**src/rtl/rv32v_rf_elem_sequencer.sv**
```systemverilog
// rtl/rv32v_rf_elem_sequencer.sv - vector register file read-port element sequencer

package rv32i_types_pkg;
  // vl is VL_WIDTH+1 bits so the full-scale element count fits.
  localparam int VL_WIDTH = 5;
  // Element index into a vector register group.
  typedef logic [VL_WIDTH:0] offset_t;
endpackage

module rv32v_rf_elem_sequencer
  import rv32i_types_pkg::*;
#(
  parameter int LANES = 2
) (
  input  logic                  CLK,
  input  logic                  nRST,
  input  logic                  start,
  output logic                  ready,
  input  logic [VL_WIDTH:0]     vl_in,
  input  logic [4:0]            vs1_in,
  input  logic [4:0]            vs2_in,
  input  logic [4:0]            vs3_in,
  input  logic                  stall,
  input  logic                  flush,
  output logic [4:0]            vs1,
  output logic [4:0]            vs2,
  output logic [4:0]            vs3,
  output offset_t [LANES-1:0]   vs1_offset,
  output offset_t [LANES-1:0]   vs2_offset,
  output offset_t [LANES-1:0]   vs3_offset,
  output logic [LANES-1:0]      lane_valid,
  output logic                  beat_valid,
  output logic                  last,
  output logic                  done
);

  // One bit wider than vl so base + LANES never wraps.
  localparam int BW = VL_WIDTH + 2;

  typedef enum logic {IDLE, RUN} state_t;

  state_t            state;
  state_t            next_state;
  logic [BW-1:0]     base;
  logic [VL_WIDTH:0] vl_q;
  logic              running;
  logic              last_hit;
  logic              accept;
  logic              start_ok;

  assign running  = (state == RUN);
  assign last_hit = ((base + BW'(LANES)) >= BW'(vl_q));
  assign accept   = running & ~stall;
  // flush drops a start issued in the same cycle.
  assign start_ok = (state == IDLE) & start & ~flush;

  // State register.
  always_ff @(posedge CLK or negedge nRST) begin
    if (!nRST) begin
      state <= IDLE;
    end else begin
      state <= next_state;
    end
  end

  // Next-state: flush wins over any accept, a zero-length start never leaves IDLE.
  always_comb begin
    next_state = state;
    case (state)
      IDLE: begin
        if (start_ok && (vl_in != '0)) begin
          next_state = RUN;
        end
      end
      RUN: begin
        if (flush) begin
          next_state = IDLE;
        end else if (accept && last_hit) begin
          next_state = IDLE;
        end
      end
      default: next_state = IDLE;
    endcase
  end

  // Operand latches, element base and the registered done pulse.
  always_ff @(posedge CLK or negedge nRST) begin
    if (!nRST) begin
      vs1  <= '0;
      vs2  <= '0;
      vs3  <= '0;
      vl_q <= '0;
      base <= '0;
      done <= 1'b0;
    end else begin
      if (start_ok) begin
        vs1  <= vs1_in;
        vs2  <= vs2_in;
        vs3  <= vs3_in;
        vl_q <= vl_in;
        base <= '0;
      end else if (accept && !last_hit && !flush) begin
        base <= base + BW'(LANES);
      end
      done <= (start_ok && (vl_in == '0)) ||
              (accept && last_hit && !flush);
    end
  end

  // Beat outputs; everything but the register selects is quiet outside RUN.
  always_comb begin
    ready      = (state == IDLE);
    beat_valid = running;
    last       = running & last_hit;
    vs1_offset = '0;
    vs2_offset = '0;
    vs3_offset = '0;
    lane_valid = '0;
    for (int i = 0; i < LANES; i++) begin
      if (running) begin
        vs1_offset[i] = offset_t'(base + BW'(i));
        vs2_offset[i] = offset_t'(base + BW'(i));
        vs3_offset[i] = offset_t'(base + BW'(i));
        lane_valid[i] = ((base + BW'(i)) < BW'(vl_q));
      end
    end
  end

endmodule

```
**config.mk**
```make
export PLATFORM = sky130hd
export DESIGN_NAME = rv32v_rf_elem_sequencer
export DESIGN_NICKNAME = d
export VERILOG_FILES = /design/src/rtl/rv32v_rf_elem_sequencer.sv
export SDC_FILE = /design/constraint.sdc
export NUM_CORES = 1
export LEC_CHECK = 0
export CAP_MARGIN = 20
export CORE_MARGIN = 2
export CORE_UTILIZATION = 39
export CTS_BUF_LIST = sky130_fd_sc_hd__clkbuf_2 sky130_fd_sc_hd__clkbuf_4 sky130_fd_sc_hd__clkbuf_8
export DETAILED_ROUTE_END_ITERATION = 10
export GPL_TIMING_DRIVEN = 0
export PLACE_DENSITY = 0.78
export SYNTH_ARGS = -nofsm -noshare
export SYNTH_HDL_FRONTEND = slang
export SYNTH_SLANG_ARGS = --single-unit
```
**constraint.sdc**
```tcl
create_clock -name CLK -period 2.6 [get_ports CLK]
set_clock_uncertainty 0.1 [all_clocks]
set_input_delay 0.39 -clock CLK [delete_from_list [all_inputs] [get_ports CLK]]
set_output_delay 0.39 -clock CLK [all_outputs]
set_load 0.02 [all_outputs]
```
==> flow_summary.json <==
{
  "start_kind": "flop",
  "slew_viol_final": 0,
  "tightest_slew_ps": 593.9,
  "area_delta_synth_final_pct": 63.45,
  "drv_cap": 0,
  "synth_cell_types": 36,
  "path_depth": 9,
  "met3_length_um": 337,
  "end_kind": "output port",
  "ys_ff_latch": 29,
  "post-route-period-util_pct": 104.2,
  "fin_ws_ps": -108.1,
  "ios": 83,
  "hpwl_um": 3289,
  "coreArea_mm2": 0.004661,
  "drcViolationCount": 0,
  "cts_buffers": 5,
  "setup_viol": 4,
  "syn-cell-area_mm2": 0.001869,
  "grt_pass1_wl_um": 7224,
  "switching_share_pct": 33.66,
  "final.min_clock_period_ps": 2708,
  "p_clk_share_pct": 22.0,
  "p_per_area_mw_per_mm2": 565.7,
  "status": "finished with violations",
  "wirelength_um": 4749,
  "final_cell_mix": "clkdlybuf4s50_1 (76), nand2_1 (59), buf_4 (39)",
  "max-vdd-ir-drop_mv": 0.4190,
  "comb_power_share_pct": 45.0,
  "std_cell_rows": 25,
  "vias": 1758,
  "die_y_um": 73.23,
  "vias_per_cell": 4.764,
  "gp_congestion": 0.7783,
  "grt_pass1_vias": 1572,
  "crit_top_cell": "a21o_1",
  "wl_met2_um": 2405,
  "power_leakage_nw": 1.526,
  "drtPass1Iterations": 4,
  "fill_cells": 371,
  "synthCells": 211,
  "start_util_pct": 40.11,
  "chipWidth_um": 73.23,
  "crit_family": "compound AO/OA/AOI/OAI gates",
  "final.setup.tns_ps": -257.5,
  "cts_tree": "built",
  "wire_per_inst_um": 12.87,
  "clkTransAtPathRegs_ps": 60,
  "critPathMaxFanout": 3,
  "arrival_ps": 2220,
  "port_buffers": 79,
  "critPathBufInv": 2,
  "grt_max_degree": 21,
  "r2r_cells": 11,
  "hold_depth": 2,
  "diodes": 0,
  "fmax_ghz": 0.3693,
  "power_switching_w": 0.0005819,
  "synthTopCellsByArea": "dfrtp_1 (39%), nand2_1 (12%), ha_1 (11%)",
  "antenna_found_initial": 0,
  "min-delay-path-class": "flop to flop",
  "cts.sink_count": 29,
  "die_area_mm2": 0.005363,
  "grt.total_usage_pct": 17.58,
  "path_cells": "buf_6 -> and3_4 -> xor2_2 -> ha_1 -> a21o_1 -> a21o_1 -> a211oi_4 -> nor2_1 -> buf_4",
  "htree_num_levels": 2,
  "violations": "negative setup slack",
  "max_slew_margin_pct": 60.28,
  "worstPathRequired_ps": 2110,
  "seq_power_share_pct": 33.0,
  "root_buffer": "clkbuf_8",
  "layout_commonest_cell": "clkdlybuf4s50_1",
  "r2r-start": "base[1]$_DFFE_PN0P_",
  "setup.worst_path.start": "base[1]$_DFFE_PN0P_",
  "fin_nets": 357,
  "antenna_left": 0,
  "yosysTopAreaCellShare_pct": 38.82,
  "first_iter_violations": 51,
  "clk_path_buf_depth": 2,
  "preCtsSetupSlack_ps": -534.6,
  "insertion_delay_ps": 280,
  "holdCritStartpoint": "vs2[1]$_DFFE_PN0P_",
  "ys_seq_area_share_pct": 38.82,
  "ys.warnings.count": 0,
  "critPathMaxStageDelay_ps": 440,
  "routed.top_layer": "met4",
  "wl_met1_um": 1931,
  "drive_gt1_share_pct": 24.44,
  "p_int_w": 0.001147,
  "crit_type": "flop to output port",
  "syn_avg_cell_area_um2": 8.859,
  "rsz0062_at_grt": "yes",
  "holdBufCountCts": 0,
  "slowest_stage": "dfrtp_2",
  "hold_viol": 0,
  "gr-total-overflow": 0,
  "yosysTopAreaCell": "dfrtp_1"
}
==> stage by stage <==
step | hold slack, ps | instance area, um2 | std cells | utilization (%) | power [W]
after floorplan | -5.591 | 1878 | 213 | - | 0.0009447
after global placement | 358.1 | 2736 | 346 | 58.71 | 0.001199
after detailed placement | 361.4 | 2764 | 347 | 59.30 | 0.001218
after CTS | 376.3 | 2960 | 364 | 63.52 | 0.001673
after global routing | 398.4 | 3055 | 369 | 65.56 | 0.001839
final | 372.5 | 3055 | 369 | 65.56 | 0.001729
==> worst register-to-register path, stage by stage, from the launching register on <==
cell	delay, ps
dfrtp_2	440
buf_6	130
and3_4	180
xor2_2	150
ha_1	290
a21o_1	160
a21o_1	170
a211oi_4	190
buf_4	160
buf_6	100
nand3_4	110
mux2_4	330
==> area by class of cell <==
cell class / count / area, um2 / area share, %
timing repair buffer: 95 / 938.4 / 30.71
sequential: 29 / 730.7 / 23.91
inverter: 9 / 33.78 / 1.106
buffer: 35 / 231.5 / 7.576
tap: 54 / 67.56 / 2.211
multi-input combinational: 140 / 963.4 / 31.53
clock buffer: 7 / 90.09 / 2.948
==> power by group through the flow <==
stage	clock, W	combinational (W)	sequential [W]
global placement	0	0.000621	0.000578
floorplan	0	0.000322	0.000623
global route	0.000409	0.000852	0.000578
detailed placement	0	0.000640	0.000578
finish	0.000380	0.000779	0.000570
CTS	0.000391	0.000713	0.000569
==> registers in the layout, indices dropped and copies added, names as in the netlist <==
register and flops:
vs3 5, vs2 5, beat_valid 1, vl_q 6
vs1 5, done 1, base 6
==> cells by family after synthesis <==
logic type	share of synthesized area, %
flops	38.82
fa+ha+maj	10.71
other cells	0.2006
mux	2.677
buf+inv	14.12
xor+xnor	0.9373
compound gates	9.305
simple gates	23.23
==> worst paths after layout <==
check                                        to  slack, ps
min                          vs2[1]$_DFFE_PN0P_        370
min reg2reg                  vs2[1]$_DFFE_PN0P_        370
max reg2reg                 base[5]$_DFFE_PN0P_        -40
max                                        last       -110
min in group asynchronous  beat_valid$_DFF_PN0_        380
max in group asynchronous   base[1]$_DFFE_PN0P_       1500
==> repair_timing <==
| item | 4_1_cts | 5_1_grt |
|---|---|---|
| setup endpoints to repair | 9 | 31 |
| resized for setup | 27 | 16 |
| pin swaps | 6 | 5 |
| buffers inserted | 11 | 5 |
==> metal layers <==
metal | GRT usage [%] | up-vias
met1 | 20.59 | 831
met2 | 30.33 | 59
met3 | 5.249 | 8
li1 | - | 860
met4 | 6.173 | 0
met5 | 0 | -
==> synthesized netlist by cell type <==
cell type / number
o21a_1: 1
nor2_1: 8
o2111a_1: 1
nand3_1: 2
mux2i_1: 2
xnor2_1: 1
nand2_1: 59
nand3b_1: 1
nor2b_1: 1
mux2_4: 2
nand4_4: 1
a211oi_1: 2
inv_1: 9
o22ai_1: 1
dfrtp_1: 29
buf_4: 25
a211oi_4: 1
and2b_1: 1
nand2b_1: 2
and2_1: 11
nand3_4: 1
a31o_1: 1
conb_1: 1
nor4_1: 1
a21oi_1: 4
ha_1: 16
clkbuf_1: 9
a21o_1: 5
dlygate4sd1_1: 1
a2111oi_0: 1
or2_2: 1
and3_2: 1
xor2_1: 1
a31o_2: 1
o21ai_0: 6
and3_4: 1
Power figures use the tool's default switching activity.
